### src/rtl/mem_arb_pkg.sv
// Shared types and encodings for the IF/LS memory arbiter.
package mem_arb_pkg;
  typedef enum logic [1:0] {IDLE, ACCESS, RESP} state_t;

  localparam logic [1:0] MEMW_NONE = 2'b00;
  localparam logic [1:0] MEMW_BYTE = 2'b01;
  localparam logic [1:0] MEMW_WORD = 2'b10;
  localparam logic       OWNER_IF  = 1'b0;
  localparam logic       OWNER_LS  = 1'b1;

  typedef struct packed {
    logic [15:0] addr;
    logic [1:0]  we;
    logic [15:0] wdata;
  } cmd_t;

  // 2'b11 is not a legal write code and degrades to a read
  function automatic logic [1:0] norm_we(input logic [1:0] we);
    return (we == 2'b11) ? MEMW_NONE : we;
  endfunction
endpackage

### src/rtl/mem_arb_pick.sv
// Winner select: LS has priority unless IF has waited through the starvation limit.
module mem_arb_pick
  import mem_arb_pkg::*;
(
  input  logic if_req,
  input  logic ls_req,
  input  logic starve_hit,
  output logic grant,
  output logic owner
);
  assign grant = if_req | ls_req;
  assign owner = (ls_req && !(if_req && starve_hit)) ? OWNER_LS : OWNER_IF;
endmodule

### src/rtl/mem_arbiter.sv
// Single-port memory arbiter between instruction fetch and load/store.
module mem_arbiter
  import mem_arb_pkg::*;
#(
  parameter int ACCESS_CYCLES = 1,
  parameter int STARVE_LIMIT  = 4
) (
  input  logic        clk,
  input  logic        rst,
  input  logic        if_req,
  input  logic [15:0] if_addr,
  output logic        if_ack,
  output logic [15:0] if_rdata,
  input  logic        ls_req,
  input  logic [15:0] ls_addr,
  input  logic [1:0]  ls_we,
  input  logic [15:0] ls_wdata,
  output logic        ls_ack,
  output logic [15:0] ls_rdata,
  output logic [7:0]  ls_rbyte,
  output logic [15:0] mem_addr,
  output logic [15:0] mem_writew,
  output logic [7:0]  mem_writeb,
  output logic [1:0]  mem_memw,
  input  logic [15:0] mem_word,
  input  logic [7:0]  mem_byte,
  output logic        busy,
  output logic        owner
);
  localparam int CW = (ACCESS_CYCLES > 1) ? $clog2(ACCESS_CYCLES) : 1;
  localparam int SW = $clog2(STARVE_LIMIT + 1);
  localparam logic [CW-1:0] CNT_INIT = CW'(ACCESS_CYCLES - 1);
  localparam logic [SW-1:0] STARVE_MAX = SW'(STARVE_LIMIT);

  state_t        state;
  cmd_t          cmd;
  logic [CW-1:0] cnt;
  logic [SW-1:0] starve;
  logic          grant, pick_owner;

  mem_arb_pick u_pick (
    .if_req     (if_req),
    .ls_req     (ls_req),
    .starve_hit (starve == STARVE_MAX),
    .grant      (grant),
    .owner      (pick_owner)
  );

  assign busy       = (state != IDLE);
  assign mem_addr   = cmd.addr;
  assign mem_writew = cmd.wdata;
  assign mem_writeb = cmd.wdata[7:0];
  // write strobe only on the last access cycle; reset forces IDLE so it drops at once
  assign mem_memw   = (state == ACCESS && cnt == '0) ? cmd.we : MEMW_NONE;

  always_ff @(posedge clk or negedge rst) begin
    if (!rst) begin
      state    <= IDLE;
      cmd      <= '0;
      cnt      <= '0;
      starve   <= '0;
      owner    <= OWNER_IF;
      if_ack   <= 1'b0;
      ls_ack   <= 1'b0;
      if_rdata <= '0;
      ls_rdata <= '0;
      ls_rbyte <= '0;
    end else begin
      if_ack <= 1'b0;
      ls_ack <= 1'b0;
      case (state)
        IDLE: begin
          if (!if_req) starve <= '0;
          if (grant) begin
            owner <= pick_owner;
            cnt   <= CNT_INIT;
            state <= ACCESS;
            if (pick_owner == OWNER_LS) begin
              cmd <= '{addr: ls_addr, we: norm_we(ls_we), wdata: ls_wdata};
              if (if_req && starve != STARVE_MAX) starve <= starve + SW'(1);
            end else begin
              cmd    <= '{addr: if_addr, we: MEMW_NONE, wdata: 16'h0};
              starve <= '0;
            end
          end
        end
        ACCESS: begin
          if (cnt == '0) begin
            if (owner == OWNER_LS) begin
              ls_rdata <= mem_word;
              ls_rbyte <= mem_byte;
              ls_ack   <= 1'b1;
            end else begin
              if_rdata <= mem_word;
              if_ack   <= 1'b1;
            end
            state <= RESP;
          end else begin
            cnt <= cnt - CW'(1);
          end
        end
        RESP:    state <= IDLE;
        default: state <= IDLE;
      endcase
    end
  end
endmodule

### config.mk
export PLATFORM = sky130hd
export DESIGN_NAME = mem_arbiter
export DESIGN_NICKNAME = d
export VERILOG_FILES = /design/src/rtl/mem_arb_pkg.sv /design/src/rtl/mem_arb_pick.sv /design/src/rtl/mem_arbiter.sv
export SDC_FILE = /design/constraint.sdc
export NUM_CORES = 1
export LEC_CHECK = 0
export CORE_ASPECT_RATIO = 1.4
export CORE_MARGIN = 10
export CORE_UTILIZATION = 42
export DETAILED_ROUTE_END_ITERATION = 10
export PLACE_DENSITY = 0.78
export SLEW_MARGIN = 20
export SYNTH_ARGS = -nofsm -noshare
export SYNTH_HDL_FRONTEND = slang
export SYNTH_HIERARCHICAL = 1
export SYNTH_SLANG_ARGS = --single-unit
### constraint.sdc
create_clock -name clk -period 2.3 [get_ports clk]
set_input_delay 0.46 -clock clk [delete_from_list [all_inputs] [get_ports clk]]
set_output_delay 0.46 -clock clk [all_outputs]
set_load 0.01 [all_outputs]
Word level (Yosys, flattened, before mapping)
Cells that the tools add are included.

Reductions and logical operators: 13. Add/sub/neg operators: 2. Bitwise operators: 3. Equality and inequality tests: 6. Muxes and demuxes: 20.

Operators by type and width (number): $mux 34 (1); $mux 3 (4); $mux 1 (9); $mux 2 (4); $reduce_and 2->1 (3); $reduce_and 3->1 (2); $logic_and 1x1->1 (4); $ne 2x2->1 const B (2); $pmux 2 s2 (1); $reduce_bool 2->1 (2); $add 3x1->3 const B (1); $eq 3x3->1 const B (1); $ne 3x3->1 const B (1); $eq 2x1->1 const B (1); $eq 2x2->1 const B (1); $logic_not 2->1 (1); $not 1->1 (2); $pmux 1 s2 (1); $logic_not 1->1 (1); $or 1x1->1 (1); $sub 1x1->1 const B (1).

Flip-flop bits (word level): 83. Bits of input ports: 78. Logic and storage cells: 56. Output and inout port bits: 86.

Depth between registers and ports, before layout
Word-level depth: 7. Depth in mapped cells: 8. Depth with buffers taken out: 7.

Hierarchy
Netlist, hierarchy kept.

Modules (own cells, without submodules): mem_arbiter (times used 1, seq. area each 2052.0 um^2, area each 3653.5 um^2, cells each 308); mem_arb_pick (times used 1, seq. area each 0.0 um^2, area each 13.8 um^2, cells each 2).

Worst setup path after synthesis
OpenSTA, ideal clock, no wires.

Path kind: register -> register. Start point: reg starve[0]. End point: reg cmd (netlist bit mem_addr[5]). Arrival time: 1.677 ns. Period minus slack after synthesis: 1.800 ns. Data required time: 2.177 ns. Stages on the path, launching flop included: 9. Buffers on the path: 2. Library setup time: 0.123 ns. Setup slack: 0.500 ns. Cell sequence: dfrtp_1 > inv_1 > ha_1 > and2_1 > a21boi_0 > buf_2 > clkbuf_1 > mux2i_1 > o21ai_1.

Word-level cells in the longest chain between the ends: 6.

RTL lines: start, declared (RTL line mem_arbiter.sv:38) `logic [SW-1:0] starve;`; start signal, assigned (RTL line mem_arbiter.sv:80) `if (if_req && starve != STARVE_MAX) starve <= starve + SW'(1);`; $eq 3x3->1 (RTL line mem_arbiter.sv:44) `.starve_hit (starve == STARVE_MAX),`; $logic_and 1x1->1 (RTL line mem_arb_pick.sv:12) `assign owner = (ls_req && !(if_req && starve_hit)) ? OWNER_LS : OWNER_IF;`; $logic_not 1->1 (RTL line mem_arb_pick.sv:12); $logic_and 1x1->1 (RTL line mem_arb_pick.sv:12); $mux 1 (RTL line mem_arb_pick.sv:12); via pick_owner (RTL line mem_arbiter.sv:39) `logic grant, pick_owner;`; $mux 34 (RTL line mem_arbiter.sv:78) `if (pick_owner == OWNER_LS) begin`; end signal, assigned (RTL line mem_arbiter.sv:79) `cmd <= '{addr: ls_addr, we: norm_we(ls_we), wdata: ls_wdata};`; end signal, assigned (RTL line mem_arbiter.sv:82) `cmd <= '{addr: if_addr, we: MEMW_NONE, wdata: 16'h0};`; end, declared (RTL line mem_arbiter.sv:36) `cmd_t cmd;`.

The timed path passes the listed nets, and every way through them passes these cells. A chain may end at the register's enable or synchronous reset.

Final worst setup path
Start point: reg state[1]. End point: out mem_memw[0].

Word-level cells in the longest chain between the ends: 3.

RTL lines: start, declared (RTL line mem_arbiter.sv:35) `state_t state;`; start signal, assigned (RTL line mem_arbiter.sv:58) `state <= IDLE;`; start signal, assigned (RTL line mem_arbiter.sv:77) `state <= ACCESS;`; start signal, assigned (RTL line mem_arbiter.sv:97) `state <= RESP;`; $eq 2x1->1 (RTL line mem_arbiter.sv:54) `assign mem_memw = (state == ACCESS && cnt == '0) ? cmd.we : MEMW_NONE;`; $logic_and 1x1->1 (RTL line mem_arbiter.sv:54); $mux 2 (RTL line mem_arbiter.sv:54); end, declared (RTL line mem_arbiter.sv:24) `output logic [1:0] mem_memw,`.

No other way between the ends.

==> impl_metrics.ini <==
[status]
outcome = completed

[clocking]
clock_sinks = 82
cts_tree = built
postCtsSetupBuffers = 0
clkSlewWorstSetupHoldPaths_ps = 60
clock_path_buffers = 2
clk_latency_ps = 330
numCtsBuffers = 9
h-tree-depth = 3
clk_root_buffer_cell = clkbuf_16
cts.repair.resized = 0
ctsHoldBuffers = 0

[logic_synthesis]
synth_area_leaders = dfrtp_1 56%, mux2_2 9.8%, buf_4 8.2%
synth_area_sq_um = 3670
syn-num-nets = 390
synth_edf_count = 0
ys_async_sr_fraction_pct = 100
ys_types = 32
yosysMostFrequentCell = dfrtp_1
synth_commonest_cells = 82 x dfrtp_1, 56 x nand2_1, 40 x buf_4
synth_cells = 310
synth-seq-cells = 82
synth_flop_cell = dfrtp_1
synth_top_area_share_pct = 56.0
yosysTopAreaCell = dfrtp_1
syn_area_per_cell_sq_um = 11.8
yosysSeqAreaShare_pct = 56.0
ys_warn_count = 6

[critical_path]
crit_type = flip-flop to output port
cp-start-kind = flip-flop
required_ps = 1840
worstPathArrival_ps = 1640
cpPeakStageDelay_ps = 560
critical_path.cell_chain = nor2b_4 > and2_1 > clkdlybuf4s50_1
end_kind = output port
r2r_cells = 7
critPathSlowestCell = clkdlybuf4s50_1
reg2reg_from = starve[0]
path_max_fanout = 5
startpoint = state[1]

[finish]
stdcell_area_sq_um = 5410
fill_cells = 700
antenna_cells = 0
fin_nets = 514
syn_to_final_growth_pct = 47.4
drive_gt1_share_pct = 13.9

[timing]
skew_ps = 8.70
tns_ps = 0
slew_headroom_pct = 59.3
clock.fmax_ghz = 0.476
fin_ws_ps = 201
period_minus_slack_ps = 2100
whs_ps = 86.9
final_max_slew_viol_count = 0
setup_viol = 0
rsz0062_at_grt = no
finalHoldViolCount = 0
period_share_pct = 91.3
worst_pin_slew_ps = 608

[power]
power_density_nw_per_um2 = 1350
leakage_nw = 2.39
fin_total_pwr_mw = 7.32
vdd_ir_drop_max_mv = 0.918

[drt]
vias = 2579
drtIter0Drc = 88
viasPerCell = 4.75
remaining_drc_errors = 0
final_antenna_net_count = 0
wire_per_inst_microns = 17.3
drt-pass1-iter-count = 7
wl_microns = 9370

[place]
hpwlAfterDp_microns = 7210
gp_congestion = 0.752
dpl_cell_area_sq_um = 5100
dp_slack_ps = 86.9
io_buffer_count = 163

[floorplanning]
num_io_pins = 164
row_count = 40
initial_core_util_pct = 42.9
fp.dieW_microns = 99.0
die_area_sq_um = 12900
die_h_microns = 131
core_area_sq_um = 8560

[global_routing]
antenna_found_initial = 0
grt_pass1_wl_microns = 14700
grt_overflow = 0
grt_max_degree = 55
track_usage_pct = 14.3
grt_pass1_vias = 2852

[hold_path]
hp-class = primary input to asynchronous set/reset pin

[run]
max-cap-violations = 0
## placed cells by master, fill, tap and decap left out, drive strengths merged, types with 2 or more instances in the layout
master         Yosys  routed
nand2             57      57
mux2i             16      16
o21ai             18      18
clkinv             0       2
clkbuf             2      11
or2                2       2
buf               54       7
nand3             16      16
clkdlybuf4s50      0     162
and2               3       3
dfrtp             82      82
ha                 2       2
inv                4       4
mux2              41      41
nor2b              3       3
## per-stage QoR
step	cells	utilization, %
floorplan	310	-
global placement	528	59.6
detailed placement	528	59.6
CTS	543	63.2
global route	543	63.2
finish	543	63.2
## worst paths after layout
path | end | slack [ps]
max in group asynchronous | ls_rdata[4] | 1590
max | mem_memw[0] | 200
min in group clk | cmd[17] | 470
min reg2reg | cmd[17] | 470
max reg2reg | mem_addr[13] | 520
min | ls_rdata[15] | 90
## worst max-delay path, delay by kind of cell, from the launching register on
kind / cells / cell delay (ps)
AND/OR/NAND/NOR: 2 / 330
buffers and inverters: 1 / 560
flip-flops: 1 / 420
## cell families after synthesis
group	after synthesis	share of synthesized area, %
compound gates	23	3.65
mux	57	17.0
fa+ha+maj	2	0.682
simple gates	86	10.8
flops	82	56.0
buf+inv	60	12.0
## final cells by class
class	count	area, sq um	share of cell area, %
clock buffer	11	253	4.67
clock inverter	4	51.3	0.949
inverter	4	20.0	0.370
multi-input combinational	168	1190	22.0
sequential	82	2050	38.0
tap	105	131	2.43
timing repair buffer	169	1710	31.7
## power by group
| part | switching [mW] | leakage, nW | total, mW | internal [mW] |
|---|---|---|---|---|
| sequential | 0.383 | 1.01 | 2.53 | 2.15 |
| combinational | 1.40 | 1.24 | 3.35 | 1.95 |
| clock | 0.545 | 0.148 | 1.44 | 0.893 |
| total | 2.33 | 2.39 | 7.32 | 4.99 |
## flip-flops by register name (all words and copies together) (netlist names)
name	cells
cmd	2
if_ack	1
if_rdata	16
ls_ack	1
ls_rbyte	8
ls_rdata	16
mem_addr	16
mem_writew	16
owner	1
starve	3
state	2
## per-layer routing
layer	share of wire [%]	wire length (microns)	global-route usage, %	up-vias
met2	55	5120	25.3	87
met3	7.9	742	4.52	9
li1	-	-	-	1237
met5	0	0	0	-
met4	0.99	93	6.09	0
met1	36	3420	15.2	1246
Note: power is estimated with default switching activity, not from simulation.
